**src/rtl/kbd_pkg.sv**
```systemverilog
// -----------------------------------------------------------------------------
// kbd_pkg
//   Shared definitions for the Pong keyboard decoder: PS/2 set-2 scan codes
//   used by the game and the prefix-tracking FSM state type.
// -----------------------------------------------------------------------------
package kbd_pkg;

  // Prefix bytes
  localparam logic [7:0] SC_BREAK = 8'hF0;
  localparam logic [7:0] SC_EXT   = 8'hE0;

  // Normal (unprefixed) keys
  localparam logic [7:0] SC_W     = 8'h1D;
  localparam logic [7:0] SC_S     = 8'h1B;
  localparam logic [7:0] SC_SPACE = 8'h29;
  localparam logic [7:0] SC_ESC   = 8'h76;

  // Extended (E0-prefixed) keys
  localparam logic [7:0] SC_UP    = 8'h75;
  localparam logic [7:0] SC_DOWN  = 8'h72;

  typedef enum logic [1:0] {
    IDLE,     // waiting for a fresh code
    BRK,      // F0 seen
    EXT,      // E0 seen
    EXT_BRK   // E0 F0 seen
  } kbd_state_t;

endpackage

```
**src/rtl/kbd_prefix_timer.sv**
```systemverilog
// -----------------------------------------------------------------------------
// kbd_prefix_timer
//   Counts idle cycles while a scan-code prefix is pending. Synchronous clear
//   has priority over enable; expired is high while the count sits at
//   TIMEOUT-1.
//
//   clk      in   system clock
//   rst      in   synchronous active-high reset
//   clear    in   zero the counter
//   enable   in   advance the counter by one
//   expired  out  count == TIMEOUT-1
// -----------------------------------------------------------------------------
module kbd_prefix_timer #(
  parameter int TIMEOUT = 650000
) (
  input  logic clk,
  input  logic rst,
  input  logic clear,
  input  logic enable,
  output logic expired
);

  localparam int CNT_W = (TIMEOUT > 1) ? $clog2(TIMEOUT) : 1;

  logic [CNT_W-1:0] count;

  // NOTE: sequential state is always assigned with <= so every flop samples
  // the pre-edge value of its inputs, independent of statement order.
  always_ff @(posedge clk) begin
    if (rst || clear) begin
      count <= '0;
    end else if (enable) begin
      count <= count + CNT_W'(1);
    end
  end

  assign expired = (count == CNT_W'(TIMEOUT - 1));

endmodule

```
**src/rtl/pong_keyboard_decoder.sv**
```systemverilog
// -----------------------------------------------------------------------------
// pong_keyboard_decoder
//   Turns PS/2 scan-code bytes into level-held movement requests for both
//   players and a one-cycle serve pulse on the Space press edge. Tracks the
//   F0 (break) and E0 (extended) prefixes; a prefix left pending for
//   PREFIX_TIMEOUT idle cycles is abandoned.
//
//   Optional build macro KBD_ESC_RELEASE_EN: a make of Esc (0x76) releases
//   all four movement keys and the Space latch, and suppresses serve.
//
//   clk         in   system clock (pixel clock domain)
//   rst         in   synchronous active-high reset
//   rx_data     in   [7:0] scan-code byte from the PS/2 receiver
//   rx_valid    in   one-cycle strobe qualifying rx_data
//   left_up     out  W held
//   left_down   out  S held
//   right_up    out  Up arrow (E0 75) held
//   right_down  out  Down arrow (E0 72) held
//   serve       out  one-cycle pulse on Space press
// -----------------------------------------------------------------------------
module pong_keyboard_decoder
  import kbd_pkg::*;
#(
  parameter int PREFIX_TIMEOUT = 650000
) (
  input  logic       clk,
  input  logic       rst,
  input  logic [7:0] rx_data,
  input  logic       rx_valid,
  output logic       left_up,
  output logic       left_down,
  output logic       right_up,
  output logic       right_down,
  output logic       serve
);

  kbd_state_t state, state_nxt;

  logic left_up_nxt, left_down_nxt, right_up_nxt, right_down_nxt;
  logic serve_nxt;
  logic space_held, space_held_nxt;

  logic timer_clear, timer_enable, timer_expired;

  // The counter only runs while a prefix waits for its next byte.
  assign timer_clear  = rx_valid || (state == IDLE);
  assign timer_enable = (state != IDLE) && !rx_valid;

  kbd_prefix_timer #(
    .TIMEOUT (PREFIX_TIMEOUT)
  ) u_prefix_timer (
    .clk     (clk),
    .rst     (rst),
    .clear   (timer_clear),
    .enable  (timer_enable),
    .expired (timer_expired)
  );

  // NOTE: every signal written here gets a default first, so no path can
  // leave one unassigned and infer a latch.
  always_comb begin
    state_nxt      = state;
    left_up_nxt    = left_up;
    left_down_nxt  = left_down;
    right_up_nxt   = right_up;
    right_down_nxt = right_down;
    space_held_nxt = space_held;
    serve_nxt      = 1'b0;

    if (rx_valid) begin
      unique case (state)
        IDLE: begin
          if (rx_data == SC_BREAK) begin
            state_nxt = BRK;
          end else if (rx_data == SC_EXT) begin
            state_nxt = EXT;
          end else begin
            // Make of a normal code; repeats of a held key re-set the same value.
            case (rx_data)
              SC_W: left_up_nxt   = 1'b1;
              SC_S: left_down_nxt = 1'b1;
              SC_SPACE: begin
                if (!space_held) serve_nxt = 1'b1;
                space_held_nxt = 1'b1;
              end
`ifdef KBD_ESC_RELEASE_EN
              SC_ESC: begin
                left_up_nxt    = 1'b0;
                left_down_nxt  = 1'b0;
                right_up_nxt   = 1'b0;
                right_down_nxt = 1'b0;
                space_held_nxt = 1'b0;
                serve_nxt      = 1'b0;
              end
`endif
              default: ;
            endcase
          end
        end

        BRK: begin
          // A prefix byte here is malformed and treated as an unknown code.
          case (rx_data)
            SC_W:     left_up_nxt    = 1'b0;
            SC_S:     left_down_nxt  = 1'b0;
            SC_SPACE: space_held_nxt = 1'b0;
            default:  ;
          endcase
          state_nxt = IDLE;
        end

        EXT: begin
          if (rx_data == SC_BREAK) begin
            state_nxt = EXT_BRK;
          end else if (rx_data == SC_EXT) begin
            state_nxt = EXT;
          end else begin
            case (rx_data)
              SC_UP:   right_up_nxt   = 1'b1;
              SC_DOWN: right_down_nxt = 1'b1;
              default: ;
            endcase
            state_nxt = IDLE;
          end
        end

        EXT_BRK: begin
          case (rx_data)
            SC_UP:   right_up_nxt   = 1'b0;
            SC_DOWN: right_down_nxt = 1'b0;
            default: ;
          endcase
          state_nxt = IDLE;
        end

        default: state_nxt = IDLE;
      endcase
    end else if ((state != IDLE) && timer_expired) begin
      // Stale prefix: drop it without touching the outputs.
      state_nxt = IDLE;
    end
  end

  always_ff @(posedge clk) begin
    if (rst) begin
      state      <= IDLE;
      left_up    <= 1'b0;
      left_down  <= 1'b0;
      right_up   <= 1'b0;
      right_down <= 1'b0;
      space_held <= 1'b0;
      serve      <= 1'b0;
    end else begin
      state      <= state_nxt;
      left_up    <= left_up_nxt;
      left_down  <= left_down_nxt;
      right_up   <= right_up_nxt;
      right_down <= right_down_nxt;
      space_held <= space_held_nxt;
      serve      <= serve_nxt;
    end
  end

endmodule
```
**config.mk**
```make
export PLATFORM = sky130hd
export DESIGN_NAME = pong_keyboard_decoder
export DESIGN_NICKNAME = d
export VERILOG_FILES = /design/src/rtl/kbd_pkg.sv /design/src/rtl/kbd_prefix_timer.sv /design/src/rtl/pong_keyboard_decoder.sv
export SDC_FILE = /design/constraint.sdc
export NUM_CORES = 1
export LEC_CHECK = 0
export ABC_AREA = 1
export CAP_MARGIN = 10
export CORE_MARGIN = 2
export CORE_UTILIZATION = 50
export DETAILED_ROUTE_END_ITERATION = 16
export HOLD_SLACK_MARGIN = 0.06
export PLACE_DENSITY = 0.74
export RECOVER_POWER = 100
export SYNTH_ARGS = -nofsm -noshare
export SYNTH_HDL_FRONTEND = slang
export SYNTH_SLANG_ARGS = --single-unit
```
**constraint.sdc**
```tcl
create_clock -name clk -period 1.2 [get_ports clk]
set_input_delay 0.18 -clock clk [delete_from_list [all_inputs] [get_ports clk]]
set_output_delay 0.18 -clock clk [all_outputs]
set_load 0.005 [all_outputs]
```
# Word level (Yosys, flattened, before mapping)
# Index checks and enable logic that the tools add are counted.
[op_classes]
magnitude_cmp = 0
n_shift = 0
div = 0
mux = 33
multipliers = 0
addsub = 1
reduce_logical = 18
bitwise_logic = 3
n_eq_ne = 26
[ops]
columns = ["operator", "count"]
rows = [
  ["$reduce_and 6->1", 5],
  ["$mux 1", 21],
  ["$add 20x1->20 const B", 1],
  ["$eq 20x20->1 const B", 1],
  ["$eq 8x5->1 const B", 2],
  ["$eq 8x7->1 const B", 2],
  ["$eq 8x8->1 const B", 2],
  ["$ne 2x2->1 const B", 8],
  ["$mux 2", 6],
  ["$ne 2x1->1 const B", 6],
  ["$pmux 1 s2", 5],
  ["$eq 8x6->1 const B", 1],
  ["$reduce_bool 2->1", 4],
  ["$pmux 2 s3", 1],
  ["$reduce_or 6->1", 1],
  ["$eq 2x2->1 const B", 2],
  ["$ne 4x2->1 const B", 1],
  ["$not 1->1", 3],
  ["$eq 2x1->1 const B", 1],
  ["$logic_and 1x1->1", 2],
  ["$logic_not 2->1", 1],
  ["$logic_or 1x1->1", 2],
  ["$reduce_and 2->1", 1],
  ["$reduce_or 2->1", 1],
  ["$logic_not 1->1", 1],
]
[word_totals]
wordCells = 89
rom_bits = 0
ramBits = 0
latch_bits = 0
in_bits = 11
output_inout_bits = 5
register_bits = 28
n_memories = 0

# Depth between registers and ports, before layout
[depth]
ltp_word = 5
depth_mapped = 10
ltp_nobuf = 10

# Cells and area by module
# From an unflattened synthesis, not the netlist that was laid out.
[hier_totals]
cells_unflattened = 265
hier_area_um2 = 1702.9
[modules_own_cells]
columns = ["module", "seq_area_each_um2", "cells_per_inst", "n_inst", "area_per_inst_um2"]
rows = [
  ["kbd_prefix_timer", 400.4, 163, 1, 1108.6],
  ["pong_keyboard_decoder", 160.2, 102, 1, 594.3],
]

# Worst setup path before layout
# Ideal clock, no wire load.
[synth_path]
path_kind = "register to register"
start = "reg u_prefix_timer.count[0]"
end = "reg u_prefix_timer.count[16]"
required_ns = 1.087
path_slack_ns = -0.095
setup_time_ns = 0.113
path_stages_with_launch = 9
t_arrival_ns = 1.182
path_buffers = 0
period_less_slack_ns = 1.295
cell_sequence = "dfxtp_1 -> ha_1 -> nand2_1 -> nor2_2 -> nand3b_2 -> nor2_2 -> nand3b_1 -> o21ai_1 -> nor2_1"
[synth_via]
elab_chain_len = 1
[synth_lines]
columns = ["item", "line", "rtl"]
rows = [
  ["start, declared", "kbd_prefix_timer.sv:25", "logic [CNT_W-1:0] count;"],
  ["start signal, assigned", "kbd_prefix_timer.sv:33", "count <= count + CNT_W'(1);"],
  ["$add 20x1->20", "kbd_prefix_timer.sv:33", ""],
]
# Every way passes these cells.
# A chain may end at the register's enable or synchronous reset.

# Worst setup path after layout
# Ends and elaborated chain as after synthesis.

==> impl_summary.txt <==
----------------------------------------------------
[Worst setup path]
  WP data required ... 1450 ps
  Critical Path Fanout Max ... 3
  Worst setup SP type ... flip-flop
  Sort of element at the end of the critical path ... flip-flop
  Data arrival time of the critical path ... 1580 ps
  Startpoint-to-endpoint class of the critical path ... flip-flop to flip-flop

[Run status]
  Result of the run ... complete, but fails checks
  Violated checks ... negative setup slack

[Timing]
  Slew margin rel. ... 0.827
  Share of the clock period used by the worst path ... 1.11
  Endpoints failing setup ... 17
  Largest clock skew in the final design ... 13.5 ps
  Setup slack of the critical path after layout ... -130 ps
  Number of hold violations in the final report ... 0
  RSZ-0062 raised after global routing ... yes
  Pins Over Slew Limit ... 0
  Worst slew pin tran ... 258 ps
  Max Fclk ... 752 MHz
  Min cycle time layout ... 1330 ps

[Synthesis]
  Syn_area_per_cell ... 6.17 µm²
  Synthesized netlist net count ... 272
  Register area share after synthesis ... 0.349
  Warnings, synthesis ... 0
  Count of cell types in the netlist ... 27
  Post-Synthesis Cell Area ... 0.00160 mm²
  Gate count of the mapped netlist ... 260
  Number of storage elements in the synthesis netlist ... 28

[Global routing]
  Pin count of the biggest net entering global routing ... 15
  Wire length of the first global-routing pass ... 6.06 mm
  Global Route Usage Sum ... 0.212
  Via count of the first global-routing pass ... 1513
  Number of antenna violations at the first check in global routing ... 0
  Total grt overflow ... 0

[Floorplanning]
  Row count ... 20
  Core box area ... 0.00305 mm²
  Count of boundary I/O pins ... 16
  Effective utilization at floorplan ... 0.525
  DIE WIDTH ... 60.6 µm
  Die Y-Extent ... 60.6 µm
  Full die area ... 0.00368 mm²

[Power]
  Largest voltage drop on the vdd net ... 0.652 mV
  Power, Total ... 1.55 mW
  Pleak ... 0.967 nW
  Power density of the placed cells ... 708 mW/mm²

[Clock network]
  Clock transition at the registers of the reported paths ... 150 ps
  Cell at the root of the clock tree ... sky130_fd_sc_hd__clkbuf_4
  TritonCTS clock tree ... yes
  Clock net sink count ... 28
  Insertion delay of the later-clocked pin in the worst-skew pair ... 330 ps
  Number of clock buffers inserted by TritonCTS ... 3
  Bufs on Longest Clock Path ... 2
  H-tree Lvls ... 1

[Cells and area]
  Sequential Area ... 584 µm²
  Ratio of cells with drive above 1 in the final layout ... 0.281
  Highest-count cells in the layout ignoring fill and taps ... 55 x sky130_fd_sc_hd__nand2_1, 48 x sky130_fd_sc_hd__nor2_1, 33 x sky130_fd_sc_hd__inv_1
  Layout Nets ... 320
  Layout filler cell count ... 265
  Post-route standard cell area excluding fillers ... 0.00219 mm²
  Antenna diodes ... 0
  Most common cell after layout, fill and taps aside ... sky130_fd_sc_hd__nand2_1
  Relative area change from synthesis to final layout ... 36.7%
  Area occupied by multi-input gates ... 991 µm²
  Final Instance Count excl. Fillers ... 350

[Placed design]
  Placed Area ... 0.00204 mm²
  Placed insts ... 344
  Final weighted congestion of routability-driven global placement ... 0.858
  Count of input and output buffers ... 15
  Sum of net half-perimeters after detailed placement ... 2.82 mm

[Route]
  # DRC ... 0
  Number of antenna-violating nets in the routed design ... 0
  Vias ... 1689
  Average detailed-routed wire length per instance ... 10.4 µm
  Number of detailed-routing iterations run before antenna repair ... 4
  Detailed-route vias per instance ... 4.83
  Final wirelength ... 3.64 mm
  Number of violations reported at the end of detailed-routing iteration 0 ... 63

[Flow run]
  Reported max-cap violation count ... 0

[Worst hold path]
  Worst hold path class ... input pin to flip-flop

----------------------------------------------------
[cell type report]
| type | instances | area share |
|---|---|---|
| timing repair buffer | 45 | 0.171 |
| inverter | 44 | 0.0753 |
| tap | 44 | 0.0251 |
| clock buffer | 3 | 0.0103 |
| multi-input combinational | 186 | 0.452 |
| sequential | 28 | 0.266 |
[worst max-delay path: stages, from the launching register on]
cell and delay [ps]:
sky130_fd_sc_hd__dfxtp_2 390, sky130_fd_sc_hd__ha_4 160, sky130_fd_sc_hd__nand2_4 50, sky130_fd_sc_hd__nor2_4 110, sky130_fd_sc_hd__nand3b_4 120, sky130_fd_sc_hd__nor2_4 100
sky130_fd_sc_hd__nand3b_1 130, sky130_fd_sc_hd__o21ai_1 150, sky130_fd_sc_hd__nor2_1 50
[what timing repair did]
item,in CTS,in global routing
resized for setup,15,29
pin swaps,9,12
hold buffers,0,0
setup buffers,3,0
endpoints found under the setup margin,21,23
[report_power, final]
group	internal [mW]	switching [mW]	total, mW
clock network	0.118	0.268	0.386
registers	0.933	0.00791	0.940
logic	0.103	0.122	0.225
total	1.15	0.398	1.55
[kinds of logic (layout without fill, tap and decap cells)]
| group | count (synthesis) | after routing | share of synthesized area |
|---|---|---|---|
| AND/OR/NAND/NOR | 159 | 159 | 0.441 |
| flip-flops | 28 | 28 | 0.349 |
| AO/OA/AOI/OAI | 24 | 24 | 0.0780 |
| buffers and inverters | 46 | 92 | 0.112 |
| XOR/XNOR | 2 | 2 | 0.0109 |
| adder cells (fa/ha/maj) | 1 | 1 | 0.00780 |
[cells in the mapped netlist, drive strengths merged]
| cell type | n | area, µm² |
|---|---|---|
| nand3b | 3 | 26.3 |
| nor2 | 57 | 236 |
| a211oi | 1 | 7.51 |
| inv | 43 | 161 |
| xor2 | 1 | 8.76 |
| dfxtp | 28 | 561 |
| o21ai | 12 | 60.1 |
| o21a | 1 | 7.51 |
| a21oi | 10 | 50.1 |
| xnor2 | 1 | 8.76 |
| ha | 1 | 12.5 |
| nor3b | 2 | 15.0 |
| clkinv | 1 | 3.75 |
| nand4 | 6 | 37.5 |
| buf | 2 | 15.0 |
| nand2 | 63 | 241 |
| nor3 | 12 | 65.1 |
| nor4 | 1 | 6.26 |
| nand3 | 15 | 80.1 |
[per-stage QoR]
step | setup TNS [ps] | setup slack (ps) | hold WS, ps | utilization
floorplan | -83.6 | -54.1 | 249 | -
global placement | -7040 | -339 | 424 | 0.668
detailed placement | -7350 | -327 | 423 | 0.668
CTS | -825 | -131 | 442 | 0.685
global route | -2990 | -229 | 364 | 0.718
finish | -942 | -130 | 312 | 0.718
[layer usage]
metal | global-route usage | wire length (µm) | vias to the layer above
li1 | - | - | 913
met1 | 0.269 | 1720 | 748
met2 | 0.384 | 1820 | 25
met3 | 0.0277 | 85 | 3
met4 | 0.0404 | 14 | 0
met5 | 0 | 0 | -
[state kept, by name, summed over array words and instances, names as in the netlist]
name,cells
left_up,1
u_prefix_timer.count,20
serve,1
right_down,1
state,2
left_down,1
right_up,1
space_held,1
[worst paths after layout]
| check | slack (ps) | end | from | cells past startpoint |
|---|---|---|---|---|
| setup / recovery | -130 | u_prefix_timer.count[16]$_SDFFE_PP0P_ | u_prefix_timer.count[0]$_SDFFE_PP0P_ | 8 |
| hold / removal | 310 | serve$_SDFF_PP0_ | rx_data[1] | 4 |
| setup reg to reg | -130 | u_prefix_timer.count[16]$_SDFFE_PP0P_ | u_prefix_timer.count[0]$_SDFFE_PP0P_ | 8 |
| hold reg to reg | 440 | serve$_SDFF_PP0_ | space_held$_SDFFE_PP0P_ | 1 |
Note: power is estimated with default switching activity, not from simulation.
